File: src/rtl/mips_pkg.sv
// Shared types and constants for the MIPS pipeline front end.
// Imported by the fetch unit and its IF/ID register.
package mips_pkg;

  typedef enum logic [1:0] {
    S_RESET,
    S_WAIT,
    S_HOLD,
    S_DROP
  } fetch_state_t;

  localparam logic [31:0] NOP_INSTR        = 32'h0000_0000;
  localparam logic [31:0] DEFAULT_RESET_PC = 32'h0000_0000;
  localparam logic [31:0] WORD_MASK        = 32'hFFFF_FFFC;

  typedef struct packed {
    logic [31:0] instr;
    logic [31:0] pcplus4;
    logic        valid;
  } ifid_t;

  localparam ifid_t IFID_BUBBLE = '{instr: NOP_INSTR, pcplus4: 32'h0, valid: 1'b0};

  // Sequential PC step; wraps modulo 2^32.
  function automatic logic [31:0] nextWordPc(input logic [31:0] pc);
    return pc + 32'd4;
  endfunction

endpackage

File: src/rtl/fetch_ifid_reg.sv
// IF/ID pipeline register: instruction, PC+4 and valid flag.
// Clear beats enable, so a flush lands even while decode is stalled.
module fetch_ifid_reg
  import mips_pkg::*;
(
  input  logic  clk,
  input  logic  reset,
  input  logic  en,
  input  logic  clear,
  input  ifid_t d,
  output ifid_t q
);

  always_ff @(posedge clk) begin
    if (reset) begin
      q <= IFID_BUBBLE;
    end else if (clear) begin
      q <= IFID_BUBBLE;
    end else if (en) begin
      q <= d;
    end
  end

endmodule

File: src/rtl/mips_fetch_unit.sv
// Instruction fetch with a single-outstanding-request memory interface,
// a one-word hold buffer for stalls, and squashing of wrong-path responses.
module mips_fetch_unit
  import mips_pkg::*;
#(
  parameter logic [31:0] RESET_PC = DEFAULT_RESET_PC
) (
  input  logic        clk,
  input  logic        reset,
  input  logic        stallD,
  input  logic        flushD,
  input  logic [1:0]  pcsrcD,
  input  logic        jumppcD,
  input  logic [31:0] pcbranchD,
  input  logic [31:0] jrtargetD,
  output logic        imem_req,
  output logic [31:0] imem_addr,
  input  logic        imem_rvalid,
  input  logic [31:0] imem_rdata,
  output logic [31:0] instrD,
  output logic [5:0]  opD,
  output logic [5:0]  functD,
  output logic [31:0] pcplus4D,
  output logic        validD,
  output logic        fetch_busy
);

  localparam logic [31:0] START_PC = RESET_PC & WORD_MASK;

  fetch_state_t state, stateNext;
  logic [31:0]  pcF, pcFNext;
  logic [31:0]  redirPc, redirPcNext;
  logic [31:0]  holdBuf, holdBufNext;
  logic [31:0]  pcPlus4F;
  logic [31:0]  redirTargetRaw, redirTarget;
  logic         redirect;
  ifid_t        ifidD, ifidQ;

  assign pcPlus4F = nextWordPc(pcF);

  // Only a real instruction in decode may steer fetch.
  assign redirect = ifidQ.valid & ~stallD & (jumppcD | (pcsrcD != 2'b00));

  always_comb begin
    if (jumppcD) begin
      redirTargetRaw = jrtargetD;
    end else if (pcsrcD[1]) begin
      redirTargetRaw = {ifidQ.pcplus4[31:28], ifidQ.instr[25:0], 2'b00};
    end else begin
      redirTargetRaw = pcbranchD;
    end
  end

  assign redirTarget = redirTargetRaw & WORD_MASK;

  always_comb begin
    stateNext   = state;
    pcFNext     = pcF;
    redirPcNext = redirPc;
    holdBufNext = holdBuf;
    ifidD       = IFID_BUBBLE;
    imem_req    = 1'b0;
    fetch_busy  = 1'b0;
    case (state)
      S_RESET: begin
        fetch_busy = 1'b1;
        pcFNext    = START_PC;
        stateNext  = S_WAIT;
      end
      S_WAIT: begin
        imem_req   = 1'b1;
        fetch_busy = ~imem_rvalid;
        if (redirect) begin
          // Anything arriving now is wrong-path; without it, the old request is still in flight.
          if (imem_rvalid) begin
            pcFNext = redirTarget;
          end else begin
            redirPcNext = redirTarget;
            stateNext   = S_DROP;
          end
        end else if (imem_rvalid) begin
          if (stallD) begin
            holdBufNext = imem_rdata;
            stateNext   = S_HOLD;
          end else begin
            ifidD   = '{instr: imem_rdata, pcplus4: pcPlus4F, valid: 1'b1};
            pcFNext = pcPlus4F;
          end
        end
      end
      S_HOLD: begin
        if (redirect) begin
          pcFNext   = redirTarget;
          stateNext = S_WAIT;
        end else if (!stallD) begin
          ifidD     = '{instr: holdBuf, pcplus4: pcPlus4F, valid: 1'b1};
          pcFNext   = pcPlus4F;
          stateNext = S_WAIT;
        end
      end
      S_DROP: begin
        imem_req   = 1'b1;
        fetch_busy = 1'b1;
        if (redirect) begin
          redirPcNext = redirTarget;
        end
        if (imem_rvalid) begin
          pcFNext   = redirect ? redirTarget : redirPc;
          stateNext = S_WAIT;
        end
      end
      default: begin
        stateNext = S_RESET;
      end
    endcase
  end

  always_ff @(posedge clk) begin
    if (reset) begin
      state   <= S_RESET;
      pcF     <= START_PC;
      redirPc <= START_PC;
      holdBuf <= NOP_INSTR;
    end else begin
      state   <= stateNext;
      pcF     <= pcFNext;
      redirPc <= redirPcNext;
      holdBuf <= holdBufNext;
    end
  end

  fetch_ifid_reg u_ifid (
    .clk   (clk),
    .reset (reset),
    .en    (~stallD),
    .clear (flushD | redirect),
    .d     (ifidD),
    .q     (ifidQ)
  );

  assign imem_addr = pcF;
  assign instrD    = ifidQ.instr;
  assign opD       = ifidQ.instr[31:26];
  assign functD    = ifidQ.instr[5:0];
  assign pcplus4D  = ifidQ.pcplus4;
  assign validD    = ifidQ.valid;

endmodule
File: config.mk
export PLATFORM = sky130hd
export DESIGN_NAME = mips_fetch_unit
export DESIGN_NICKNAME = d
export VERILOG_FILES = /design/src/rtl/mips_pkg.sv /design/src/rtl/fetch_ifid_reg.sv /design/src/rtl/mips_fetch_unit.sv
export SDC_FILE = /design/constraint.sdc
export NUM_CORES = 1
export LEC_CHECK = 0
export BUFFER_PORTS_ARGS = -buffer_cell sky130_fd_sc_hd__clkbuf_2
export CORE_MARGIN = 2
export CORE_UTILIZATION = 28
export CTS_BUF_LIST = sky130_fd_sc_hd__clkbuf_8 sky130_fd_sc_hd__clkbuf_16
export DETAILED_ROUTE_END_ITERATION = 12
export PLACE_DENSITY = 0.47
export SYNTH_ARGS = -nofsm -noshare
export SYNTH_HDL_FRONTEND = slang
export SYNTH_SLANG_ARGS = --single-unit
File: constraint.sdc
create_clock -name clk -period 5 [get_ports clk]
set_input_delay 0.75 -clock clk [delete_from_list [all_inputs] [get_ports clk]]
set_output_delay 0.75 -clock clk [all_outputs]
set_load 0.02 [all_outputs]
Yosys cells after proc, flatten, opt, wreduce, memory -nomap -nowiden:

Cells that the tools add are included.

* output and inout bits: 111
* logic and storage cells: 63
* flip-flop bits (word level): 163
* bits of input ports: 104

* reduce and logical (&&, ||, !) cells: 10
* add/sub/neg operators: 1
* multiplexer cells: 27
* bitwise operators: 7
* equality and inequality tests: 11

Operator list (number)
* 32-bit two-way mux: 11
* 65-bit two-way mux: 3
* 65-bit case mux with 2 select lines: 1
* 32-bit case mux with 4 select lines: 1
* 32-bit case mux with 2 select lines: 1
* 32-bit by 3-bit adder with 32-bit output (second input constant): 1
* 2-bit two-way mux: 7
* 3-bit inequality test (second input constant): 4
* 2-bit inequality test (second input constant): 4
* 2-bit case mux with 4 select lines: 1
* 2-bit OR reduction: 3
* 5-bit AND reduction: 1
* 2-bit == test (second input constant): 2
* 4-bit AND reduction: 1
* 2-bit nonzero test: 2
* 1-bit NOT: 3
* 3-bit AND reduction: 1
* 1-bit bitwise AND: 2
* 2-bit by 1-bit == test with 1-bit output (second input constant): 1
* 2-bit zero test: 1
* 1-bit OR: 2
* 1-bit case mux with 2 select lines: 1
* 2-bit AND reduction: 1
* 1-bit two-way mux: 1

Longest topological paths before layout:

* word-level depth: 6
* gate-level depth with buffers: 10
* mapped depth without buffers: 8

Hierarchy:

A second synthesis with hierarchy kept.

* cell total of the unflattened synthesis: 1061
* area total of the unflattened synthesis: 8549.4 um^2

By module, submodules not included
* mips_fetch_unit: cells an instance 851, area an instance 6211.0 um^2, times used 1
* fetch_ifid_reg: cells an instance 210, area an instance 2338.5 um^2, times used 1

Least setup slack after synthesis:

OpenSTA, ideal clock, no wires.

* path kind: reg-to-output
* from: register state[0]
* to: output fetch_busy
* path buffers: 2
* arrival: 1541 ps
* slack: 2709 ps
* stages on the path, launching flop included: 6
* data required time: 4250 ps
* cell sequence: dfxtp_1 -> inv_1 -> ha_1 -> clkbuf_1 -> clkbuf_1 -> a21oi_1

* cells in the longest elaborated chain, start to end: 3
* elaborated cells on any way between the ends: 5

Ends and longest elaborated chain
* start, declared: RTL line mips_fetch_unit.sv:30 `fetch_state_t state, stateNext;`
* start signal, assigned: RTL line mips_fetch_unit.sv:125 `state <= stateNext;`
* 2-bit == test / 2-bit zero test (equally long branches): RTL line mips_fetch_unit.sv:64 `case (state)`
* 2-bit OR reduction (no source line)
* 1-bit case mux with 2 select lines (*): RTL line mips_fetch_unit.sv:64
* end, declared: RTL line mips_fetch_unit.sv:25 `output logic fetch_busy`

Mark *: on every way between the ends. The rest lies on a longest branch, timed or not.

Worst setup path after layout:

* from: register state[1]
* to: output imem_req

* cells in the longest elaborated chain, start to end: 3
* elaborated cells on any way between the ends: 4

Ends and longest elaborated chain
* 2-bit == test / 2-bit by 1-bit == test with 1-bit output (equally long branches): RTL line mips_fetch_unit.sv:64
* 2-bit OR reduction (no source line) (*)
* 1-bit two-way mux (*): RTL line mips_fetch_unit.sv:64
* end, declared: RTL line mips_fetch_unit.sv:16 `output logic imem_req,`

Marked as above.

==> reports/qor.yml <==
drv_slew: 0
overflow: 0
worst_slew_pin_slew_ns: 0.931
fp.dieH_um: 173
cap_violations: 0
crit_required_ns: 4.25
cts_tree: "built"
ys_types: 60
gp_congestion: 0.802
syn_avg_cell_area_sq_um: 7.88
async_flop_share: 0
core_area_sq_um: 28000
min_path_type: "flip-flop to flip-flop"
grt_pass1_wl_mm: 43.3
wire_per_inst_um: 17.8
cts_setup_buffers: 0
dieArea_sq_um: 30000
arrival_ns: 2.10
worst_r2r_path_depth: 8
io_pins: 215
period_minus_slack_ns: 2.85
finalHoldViolCount: 0
drive_gt1_frac: 0.236
grt_max_degree: 76
drc: 0
fin_nets: 1281
slew_headroom: 0.379
irDropWorstVdd_mv: 0.181
rrSetupSlack_ns: 2.24
cts_hold_buf: 0
path_max_fanout: 16
cts_resized: 0
critPathLaunchType: "flip-flop"
clockBufferDepth: 2
ant_nets: 0
row_count: 61
synth-seq-cells: 163
synthFlopType: "dfxtp_1"
syn_to_final_growth_pct: 23.2
timing.rr.start: "state[1]"
leakagePower_uw: 0.00381
clkTransAtPathRegs_ns: 0.07
regToRegEndpoint: "redirPc[19]"
period_share: 0.569
fin_tns_setup_ns: 0
max_clock_freq_ghz: 0.351
syn_area_sq_um: 8010
antenna_found_initial: 0
whs_ns: 0.454
dp.final_hpwl_mm: 19.7
initial_core_util: 0.286
h-tree-depth: 4
yosysWarningCount: 0
status: "finished, final reports clean"
grt_usage: 0.183
vias: 7698
clock-sinks: 163
via_per_inst: 4.92
crit_type: "flip-flop to output pin"
min_from: "holdBuf[21]"
fin_worst_skew_ns: 0.0139
drt-total-wl_mm: 27.8
first_global_vias: 7101
power_density_nw_per_um2: 337
synth_edf_count: 0
min_path_cells: 2
min_to: "holdBuf[21]"
drtIter0Drc: 454
io_buffers: 210
clk_latency_ns: 0.43
rsz0062_at_grt: "no"
endpoint_kind: "output pin"
first_pass_iters: 5
cts_root_buf: "clkbuf_16"
yosysSeqAreaShare: 0.407
setup_viol: 0
die_w_um: 173
cts_buffers: 17
synth_nets: 1126
synthCells: 1017
## flip-flops by register name (all words and copies together), names as in the netlist
name / flops
u_ifid.q: 65
holdBuf: 32
imem_addr: 32
redirPc: 32
state: 2
## metal layers
layer | global-route usage | routed length (um) | vias up
met5 | 0 | 0 | -
met4 | 0.0300 | 126 | 0
met3 | 0.0374 | 1410 | 5
met2 | 0.273 | 12000 | 205
met1 | 0.273 | 14300 | 3576
li1 | - | - | 3912
## per-stage QoR
stage          std cells  total power (uW)  utilization  setup slack (ns)  instance area, sq um
6_report            1564              3320        0.352              2.15                  9870
5_1_grt             1563              3480        0.352              1.89                  9860
4_1_cts             1563              3370        0.352              2.13                  9860
3_5_place_dp        1531              1990        0.331              1.72                  9260
3_3_place_gp        1531              1990        0.331              1.73                  9260
2_1_floorplan       1017              1770            -              2.71                  8010
## worst max path at each step
stage / from / end / slack [ns]
4_1_cts: state[1] / imem_req / 2.13
2_1_floorplan: state[0] / fetch_busy / 2.71
3_3_place_gp: stallD / imem_addr[27] / 1.73
3_5_place_dp: stallD / imem_addr[27] / 1.72
5_1_grt: state[1] / redirPc[30] / 1.89
6_report: state[1] / imem_req / 2.15
## report_power, final
group | internal [uW] | switching [uW]
registers | 1330 | 29.4
clock network | 769 | 594
logic | 183 | 421
total | 2280 | 1040
## worst max-delay path: stages, from the launching register on
cell and delay (ns):
dfxtp_1 0.39, ha_1 0.49, buf_4 0.32, inv_1 0.17
nand2_1 0.13, clkbuf_2 0.17
## cells by family after synthesis
| family | Yosys count | synth area share |
|---|---|---|
| mux | 32 | 0.0403 |
| buf+inv | 106 | 0.0611 |
| fa+ha+maj | 5 | 0.00781 |
| compound gates | 320 | 0.262 |
| flops | 163 | 0.407 |
| xor+xnor | 28 | 0.0306 |
| simple gates | 363 | 0.191 |
## area by class of cell
cell class              count  area (sq um)
flip-flops and latches    163          3260
repair buffers            228          1190
clock buffers              19           453
clock inverters            13           148
well taps                 378           473
diodes                      1          2.50
multi-input cells         748          4290
fillers                  3026         18100
inverters                  14          52.6
## cells in the final DEF, fill, tap and decap left out, drive strengths merged, types with 19 or more instances in the layout
master    n
dfxtp   163
o21ai    47
a22o     33
nor2    123
nand2   179
buf      19
nand3    21
clkbuf  228
a21oi   121
mux2i    30
a22oi    50
## cells in the mapped netlist, drive strengths merged, types with 7 or more instances
library cell  number  area share
a21oi            121       0.076
a22o              33       0.036
a22oi             50       0.047
a31oi              7      0.0055
buf               32       0.026
clkbuf            60       0.028
dfxtp            163        0.41
inv               14      0.0066
mux2i             30       0.037
nand2            179       0.084
nand3             21       0.013
nor2             123       0.058
nor3              11      0.0095
o21ai             47       0.029
o221ai            10       0.011
o22ai             14       0.011
xnor2             15       0.016
xor2              13       0.014
No activity file was read; power rests on OpenSTA's default activity.
